$ cat src/rtl/univ_reg_pkg.sv
// Shared definitions for the universal shift register: the 3-bit mode encodings.
// Latency: n/a (constants only).
// Backpressure: n/a (constants only).
package univ_reg_pkg;

  localparam int MODE_W = 3;

  localparam logic [MODE_W-1:0] MODE_HOLD = 3'b000;
  localparam logic [MODE_W-1:0] MODE_LOAD = 3'b001;
  localparam logic [MODE_W-1:0] MODE_SHL  = 3'b010;
  localparam logic [MODE_W-1:0] MODE_SHR  = 3'b011;
  localparam logic [MODE_W-1:0] MODE_ROL  = 3'b100;
  localparam logic [MODE_W-1:0] MODE_ROR  = 3'b101;
  localparam logic [MODE_W-1:0] MODE_INC  = 3'b110;
  localparam logic [MODE_W-1:0] MODE_DEC  = 3'b111;

endpackage

$ cat src/rtl/univ_shift_reg.sv
// Universal register: hold/load/shift/rotate/increment/decrement selected by mode.
// Latency: one clk from sampled inputs to q/sout/carry; qn and zero are combinational from q.
// Backpressure: none; en=0 holds q and sout and clears carry.
//
// Ports:
//   clk, reset     rising-edge clock, synchronous active-high reset (to RESET_VAL)
//   en, mode       operation enable and 3-bit operation select
//   d, sin         parallel load data and serial shift-in bit
//   q, qn          registered state and its bitwise inverse
//   sout           last bit shifted/rotated out (holds for other modes)
//   carry          one-cycle pulse after an INC/DEC wraps
//   zero           high while q == 0
module univ_shift_reg
  import univ_reg_pkg::*;
#(
  parameter int               WIDTH     = 4,
  parameter logic [WIDTH-1:0] RESET_VAL = '0
) (
  input  logic              clk,
  input  logic              reset,
  input  logic              en,
  input  logic [MODE_W-1:0] mode,
  input  logic [WIDTH-1:0]  d,
  input  logic              sin,
  output logic [WIDTH-1:0]  q,
  output logic [WIDTH-1:0]  qn,
  output logic              sout,
  output logic              carry,
  output logic              zero
);

  // One extra bit on the arithmetic paths: bit WIDTH is the carry-out of
  // the increment and the borrow-out of the decrement. It only ever feeds
  // the carry flag; q keeps the low WIDTH bits (wrap mod 2^WIDTH).
  logic [WIDTH:0] inc_sum;
  logic [WIDTH:0] dec_diff;

  assign inc_sum  = {1'b0, q} + {{WIDTH{1'b0}}, 1'b1};
  assign dec_diff = {1'b0, q} - {{WIDTH{1'b0}}, 1'b1};

  always_ff @(posedge clk) begin
    if (reset) begin
      q     <= RESET_VAL;
      sout  <= 1'b0;
      carry <= 1'b0;
    end else if (!en) begin
      // q and sout keep their values; carry is strictly a one-cycle pulse
      carry <= 1'b0;
    end else begin
      carry <= 1'b0;
      case (mode)
        MODE_HOLD: ;
        MODE_LOAD: q <= d;
        MODE_SHL: begin
          q    <= {q[WIDTH-2:0], sin};
          sout <= q[WIDTH-1];
        end
        MODE_SHR: begin
          q    <= {sin, q[WIDTH-1:1]};
          sout <= q[0];
        end
        MODE_ROL: begin
          q    <= {q[WIDTH-2:0], q[WIDTH-1]};
          sout <= q[WIDTH-1];
        end
        MODE_ROR: begin
          q    <= {q[0], q[WIDTH-1:1]};
          sout <= q[0];
        end
        MODE_INC: begin
          q     <= inc_sum[WIDTH-1:0];
          carry <= inc_sum[WIDTH];
        end
        MODE_DEC: begin
          q     <= dec_diff[WIDTH-1:0];
          carry <= dec_diff[WIDTH];
        end
        default: ;
      endcase
    end
  end

  assign qn   = ~q;
  assign zero = (q == '0);

endmodule

$ cat config.mk
export PLATFORM = sky130hd
export DESIGN_NAME = univ_shift_reg
export DESIGN_NICKNAME = d
export VERILOG_FILES = /design/src/rtl/univ_reg_pkg.sv /design/src/rtl/univ_shift_reg.sv
export SDC_FILE = /design/constraint.sdc
export NUM_CORES = 1
export LEC_CHECK = 0
export ABC_AREA = 0
export CORE_MARGIN = 2
export CORE_UTILIZATION = 39
export DETAILED_ROUTE_END_ITERATION = 16
export PLACE_DENSITY = 0.73
export RECOVER_POWER = 25
export SETUP_SLACK_MARGIN = 0.4
export SYNTH_ARGS = -nofsm -noshare
export SYNTH_HDL_FRONTEND = slang
export SYNTH_SLANG_ARGS = --single-unit
$ cat constraint.sdc
create_clock -name clk -period 1.7 [get_ports clk]
set_clock_uncertainty 0.2 [all_clocks]
set_input_delay 0.255 -clock clk [delete_from_list [all_inputs] [get_ports clk]]
set_output_delay 0.255 -clock clk [all_outputs]
set_load 0.05 [all_outputs]
==> results of run 1 <==
synth_stat cells (all sizes together):
master	n
buf	4
a211oi	2
inv	9
nor3b	1
nor4b	1
nor2	1
a32o	1
a311oi	2
a21oi	8
o31ai	1
a211o	1
nand4	1
a221o	1
nor2b	3
o41ai	1
nand2b	1
a31oi	1
xnor2	2
and3	1
xor2	1
mux2i	2
nand2	4
a2111oi	1
o21ai	3
dfxtp	6
o311ai	1
and4b	1
nand4b	1
ha	5
nor3	3
or3b	1
and4bb	1
mux2	1
nand3b	1
nand3	1
through the flow:
stage	TNS (ps)	setup slack, ps	instance area (sq um)	utilization, %
global placement	-1290	-276.8	1119	75.13
CTS	-187.1	-48.88	1344	90.25
floorplan	-769.0	-307.1	711.9	-
detailed placement	-1780	-362.4	1119	75.13
logic make-up after synthesis:
group,Yosys count,synth area share [%]
compound gates,23,27.03
simple gates,22,23.78
buf+inv,13,10.16
flops,6,19.51
fa+ha+maj,5,10.16
xor+xnor,3,4.269
mux,3,5.081
repair_timing:
action | CTS
endpoints found under the setup margin | 14
hold buffers | 0
resized for setup | 31
pin swaps | 13
cloned | 1
buffers inserted | 13
==> impl_metrics.ini, run 1 <==
[place]
place_hpwl_mm = 1.580
dp.cells = 124
gp_congestion = 0.8465
port_buffers = 21

[cts]
cts_buffers = 3
clockRootBuffer = clkbuf_4
cts.sinks = 6
htree_num_levels = 1
clk_path_buf_depth = 2

[yosys]
synth_top_area_cell = dfxtp_1
yosysTopAreaCellShare_pct = 19.51
netlist_instances = 75
synth.cell_area_sq_um = 615.6
synth-seq-cells = 6
syn_avg_cell_area_sq_um = 8.208
ys_types = 39
syn-num-nets = 91
synth_area_leaders = dfxtp_1 (20%), ha_1 (10%), a21oi_1 (6.5%), inv_1 (5.5%), mux2i_1 (3.3%)
yosys_warnings = 0
ys_seq_area_share_pct = 19.51

[die]
die_h_microns = 43.73
fp.dieW_microns = 43.73
start_util_pct = 41.34
num_rows = 14
ios = 22

[sta]
worstEndpointGrtRepair = q[3]$_SDFFE_PP0P_/D
endpoint_type = register input

[outcome]
haltStage = 5_1_grt
first-error = [ERROR DPL-0033] detailed placement checks failed during check placement.
status = aborted with a tool error

[grt]
grt_max_degree = 9
antenna_found_initial = 0
==> inputs of run 2 (changes only) <==
CORE_AREA = 2 2 63 65   (was unset)
CORE_MARGIN = unset   (was 2)
CORE_UTILIZATION = unset   (was 39)
DIE_AREA = 0 0 65 67   (was unset)
PLACE_DENSITY = unset   (was 0.73)
PLACE_DENSITY_LB_ADDON = 0.15   (was unset)
SETUP_SLACK_MARGIN = unset   (was 0.4)
clock period = 2.21 ns   (was 1.7 ns; I/O delays follow)
==> run 2 against run 1 <==
Compared with the run above:
- the flow now finishes without violations
- synthesized cell count stayed put
- synthesized area stayed put
==> impl_metrics.ini, run 2 <==
[setup_path]
crit_buf_inv = 1
path_cells = clkdlybuf4s50_1
start_kind = flip-flop
crit_slowest_cell = clkdlybuf4s50_1
crit_required_ps = 1680
crit_arrival_ps = 1540
cp_slowest_stage_delay_ps = 860
crit_path_end_kind = primary output
setup.worst_path.class = reg2out
crit_family = buffers and inverters
path_max_fanout = 8

[sta]
fmax_mhz = 483.1
min_period_over_period_pct = 93.66
relSlewSlack_pct = 60.34
setup_viol = 0
drv_slew = 0
hold_viol = 0
worst_slack_ps = 140.0
setup_tns_ps = 0
rsz0062_at_grt = no
worstMarginPinSlew_ps = 597.4
period_needed_ps = 2070

[pwr]
p_sw_w = 0.0001792
switching_share_pct = 35.24
power.leakage_nw = 0.3941
combPwrFrac_pct = 43.0
p_total_w = 0.0005085
power_density_mw_per_mm2 = 515.7
power_frac_seq_pct = 25.0
clkPwrFrac_pct = 32.0
ir_worst_vdd_mv = 0.1421
internal-power_w = 0.0003293

[grt]
antenna_found_initial = 0
use_met2_pct = 13.92
grt_max_degree = 10
overflow = 0
grt.met1_usage_pct = 11.28
grt_busiest_layer = met2
grt_pass1_wl_mm = 3.036
track_usage_pct = 9.149
use_met3_pct = 4.054
grt_pass1_vias = 651

[yosys]
netlist_instances = 75
syn_avg_cell_area_sq_um = 8.208
synth_top_area_cell = dfxtp_1
synth_edf_count = 0
syn-num-nets = 91
synth.cell_area_sq_um = 615.6
synth-seq-cells = 6
synthArstFlopShare_pct = 0
ys_seq_area_share_pct = 19.51
synth.most_common_cell = inv_1
yosysTopAreaCellShare_pct = 19.51
synthFlopType = dfxtp_1
ys_types = 39
yosys-top-cells-count = inv_1 (9), a21oi_1 (8), dfxtp_1 (6)
yosys_warnings = 0
synth_area_leaders = dfxtp_1 (20%), ha_1 (10%), a21oi_1 (6.5%), inv_1 (5.5%), mux2i_1 (3.3%)

[die]
num_rows = 22
ios = 22
core_area_sq_mm = 0.003606
fp.dieW_microns = 65
start_util_pct = 17.07
die-area_sq_mm = 0.004355
die_h_microns = 67

[cts]
cts_setup_buffers = 0
clk_path_buf_depth = 2
clk_latency_ps = 220
ctsHoldBuffers = 0
clockRootBuffer = clkbuf_8
path_clk_slew_ps = 40
cts_buffers = 3
cts_resized = 0
cts.sinks = 6
cts_tree = yes
htree_num_levels = 1

[drt]
drt_wl_total_mm = 1.863
drtAntennaViolNets = 0
drt_pass1_iterations = 3
drc = 0
via_count = 675
vias_per_cell = 4.355
drt_iter0_markers = 29
wl_per_cell_microns = 12.02

[layout]
final_cell_mix = clkdlybuf4s50_1 (17), buf_4 (13), inv_1 (9), a21oi_1 (8), ha_1 (5)
biggestRegsByFlops = q x4, carry x1, sout x1
largest_reg_flops = 4
final_layout_size_suffix_gt1_share_pct = 22.43
diodes = 0
layout_commonest_cell = clkdlybuf4s50_1
syn_to_final_growth_pct = 60.16
top_register = q
final_nets = 125

[place]
dpl_worst_slack_ps = 17.90
port_buffers = 21
place_hpwl_mm = 1.533
gp_congestion = 0.8093

[outcome]
status = finished clean

[hold_path]
min_path_type = reg2reg

[flow_run]
maxCapViolCount = 0
-- run 2: cell counts after synthesis --
No cell type changed its count.
-- run 2: per-layer routing --
layer  wire length [microns]  share of wire (%)
met4                      42                2.3
met3                     112                6.0
met5                       0                  0
met2                     802                 43
met1                     907                 49
-- run 2: area by class of cell --
cell class	count	area, sq um
clock buffer	3	41.29
fill	400	2620
inverter	9	33.78
multi-input combinational	56	432.9
sequential	6	122.6
tap	48	60.06
timing repair buffer	33	295.3
-- run 2: cell families (layout without fill, tap and decap cells) --
logic type               count (synthesis)  in the layout  share of synthesized area, %
buffers and inverters                   13             45                         10.16
adder cells (fa/ha/maj)                  5              5                         10.16
XOR/XNOR                                 3              3                         4.269
flip-flops                               6              6                         19.51
AND/OR/NAND/NOR                         22             22                         23.78
AO/OA/AOI/OAI                           23             23                         27.03
multiplexers                             3              3                         5.081
-- run 2: power by group through the flow --
| stage | registers (W) | clock network, W | logic (W) |
|---|---|---|---|
| 2_1_floorplan | 0.000151 | 0 | 0.000106 |
| 3_3_place_gp | 0.000129 | 0 | 0.000223 |
| 3_5_place_dp | 0.000129 | 0 | 0.000222 |
| 4_1_cts | 0.000127 | 0.000168 | 0.000223 |
| 5_1_grt | 0.000129 | 0.000174 | 0.000234 |
| 6_report | 0.000127 | 0.000163 | 0.000219 |
-- run 2: path summary, 6_finish.rpt --
check / endpoint / depth (start not counted) / slack [ps] / start
setup / recovery: q[3] / 1 / 140 / q[3]
hold reg to reg: sout / 2 / 320 / sout
hold / removal: sout / 2 / 320 / sout
setup reg to reg: q[1] / 6 / 350 / q[0]
-- run 2: through the flow --
stage | area [sq um] | util (%) | std cells | hold WS (ps)
2_1_floorplan | 618.1 | - | 75 | 193.2
3_3_place_gp | 952.2 | 26.41 | 152 | 311.1
3_5_place_dp | 952.2 | 26.41 | 152 | 322.5
4_1_cts | 993.5 | 27.55 | 155 | 328.9
5_1_grt | 985.9 | 27.34 | 155 | 360.1
6_report | 985.9 | 27.34 | 155 | 323.7
Power figures use the tool's default switching activity.
==> inputs of run 3 (changes only) <==
==> constraint.sdc (replaced) <==
create_clock -name clk -period 2.21 [get_ports clk]
set_clock_uncertainty 0.2 [all_clocks]
set_input_delay 0.442 -clock clk [delete_from_list [all_inputs] [get_ports clk]]
set_output_delay 0.442 -clock clk [all_outputs]
set_load 0.05 [all_outputs]
==> run 3 against run 2 <==
Compared with the run above:
- core utilization rose by 0.069 points
- largest power group unchanged
- setup slack better by 39 ps
- critical endpoint is now q[1]
- via count grew 3.1%
- sequential share of layout area hardly changed
- clock power grew 2%
- design area is 0.25% higher
- register-to-register slack improved by 60 ps
- maximum frequency grew 1.9%
==> impl_metrics.ini, run 3 (synthesis results as in run 2) <==
[sta]
rsz0062_at_grt = no
min_period_over_period_pct = 91.89
worstMarginPinSlew_ps = 602.9
relSlewSlack_pct = 59.98
fmax_mhz = 492.4
period_needed_ps = 2031
fin_hold_ws_ps = 323.6
hold_viol = 0
setup_viol = 0
drv_slew = 0

[layout]
final_area_sq_um = 988.4
diodes = 0
final_cell_mix = buf_4 (19), clkdlybuf4s50_1 (12), inv_1 (9), a21oi_1 (8), ha_1 (5)
largest_reg_flops = 4
final_layout_size_suffix_gt1_share_pct = 27.27
top_register = q
biggestRegsByFlops = q x4, carry x1, sout x1
layout_commonest_cell = buf_4
finish.utilization_pct = 27.41
fill_cells = 401
syn_to_final_growth_pct = 60.57
final_nets = 128
fin_cells = 158

[cts]
cts_setup_buffers = 0
path_clk_slew_ps = 40
htree_num_levels = 1
cts_tree = yes
cts_buffers = 3
clockRootBuffer = clkbuf_8
cts_resized = 0
clk_latency_ps = 230
clk_path_buf_depth = 2
ctsHoldBuffers = 0
cts.sinks = 6

[die]
num_rows = 22
start_util_pct = 17.07
die_h_microns = 67
fp.dieW_microns = 65
die-area_sq_mm = 0.004355
ios = 22
core_area_sq_mm = 0.003606

[grt]
grt_pass1_wl_mm = 3.139
antenna_found_initial = 0
track_usage_pct = 9.576
grt_pass1_vias = 681
overflow = 0
grt_max_degree = 9

[setup_path]
start_kind = primary input
setup.worst_path.class = in2reg
rrSetupSlack_ps = 410
crit-reg2reg-launch = q[0]
crit_arrival_ps = 1930
startpoint = mode[0]
crit_path_end_kind = flip-flop
crit_end = q[1]
path_max_fanout = 7
r2r.worst_path.cells = 6
crit_required_ps = 2110
r2r-end = q[1]

[flow_run]
maxCapViolCount = 0

[drt]
drc = 0
vias_per_cell = 4.405
drt_wl_total_mm = 1.983
drtAntennaViolNets = 0
drt_pass1_iterations = 4
drt_iter0_markers = 50
wl_per_cell_microns = 12.55
via_count = 696

[pwr]
p_total_w = 0.0005135
ir_worst_vdd_mv = 0.1486
power.leakage_nw = 0.4075
combPwrFrac_pct = 43.1
p_sw_w = 0.0001844
power_density_mw_per_mm2 = 519.5
power_frac_seq_pct = 24.4
internal-power_w = 0.0003291
switching_share_pct = 35.91
clkPwrFrac_pct = 32.5

[hold_path]
min_path_type = reg2reg

[outcome]
status = finished clean

[place]
gp_congestion = 0.7918
port_buffers = 21
dp.cells = 155
place_hpwl_mm = 1.628
dpl_cell_area_sq_um = 962.2
-- run 3: changes by cell type in the layout (fill, tap and decap cells not counted) --
cell	change
clkbuf_1	+2
buf_4	+6
clkdlybuf4s50_1	-5
-- run 3: cell type report --
class	instances	area (sq um)	share of cell area, %
tap	48	60.06	6.076
timing repair buffer	36	297.8	30.13
clock buffer	3	41.29	4.177
inverter	9	33.78	3.418
sequential	6	122.6	12.41
multi-input combinational	56	432.9	43.80
-- run 3: layer usage --
layer	global-route usage, %	up-vias	wire length, microns
li1	-	348	-
met1	10.67	324	898
met2	16.75	20	932
met3	3.885	4	122
met4	2.660	0	29
met5	0	-	0
-- run 3: worst min-delay path by stage --
stage / start / end / slack (ps) / depth (start not counted)
after floorplan: reset / q[0] / 300 / 1
after global placement: sout / sout / 310 / 2
after detailed placement: sout / sout / 320 / 2
after CTS: sout / sout / 320 / 2
after global routing: sout / sout / 370 / 2
final: sout / sout / 320 / 2
-- run 3: power by group through the flow --
stage	Sequential, W	Clock (W)	Combinational [W]
floorplan	0.000151	0	0.000106
global placement	0.000127	0	0.000229
detailed placement	0.000127	0	0.000227
CTS	0.000125	0.000171	0.000228
global route	0.000126	0.000176	0.000239
finish	0.000125	0.000167	0.000221
-- run 3: through the flow --
stage | setup TNS [ps] | setup slack [ps]
2_1_floorplan | -42.73 | -42.73
3_3_place_gp | -164.9 | -108.3
3_5_place_dp | -78.94 | -45.94
4_1_cts | 0 | 188.6
5_1_grt | 0 | 27.25
6_report | 0 | 179.2
-- run 3: critical path, cell delays in order --
cell             delay (ps)
clkdlybuf4s50_1         590
buf_4                   200
xnor2_1                  70
a21oi_1                 200
a211oi_1                100
o41ai_1                 320
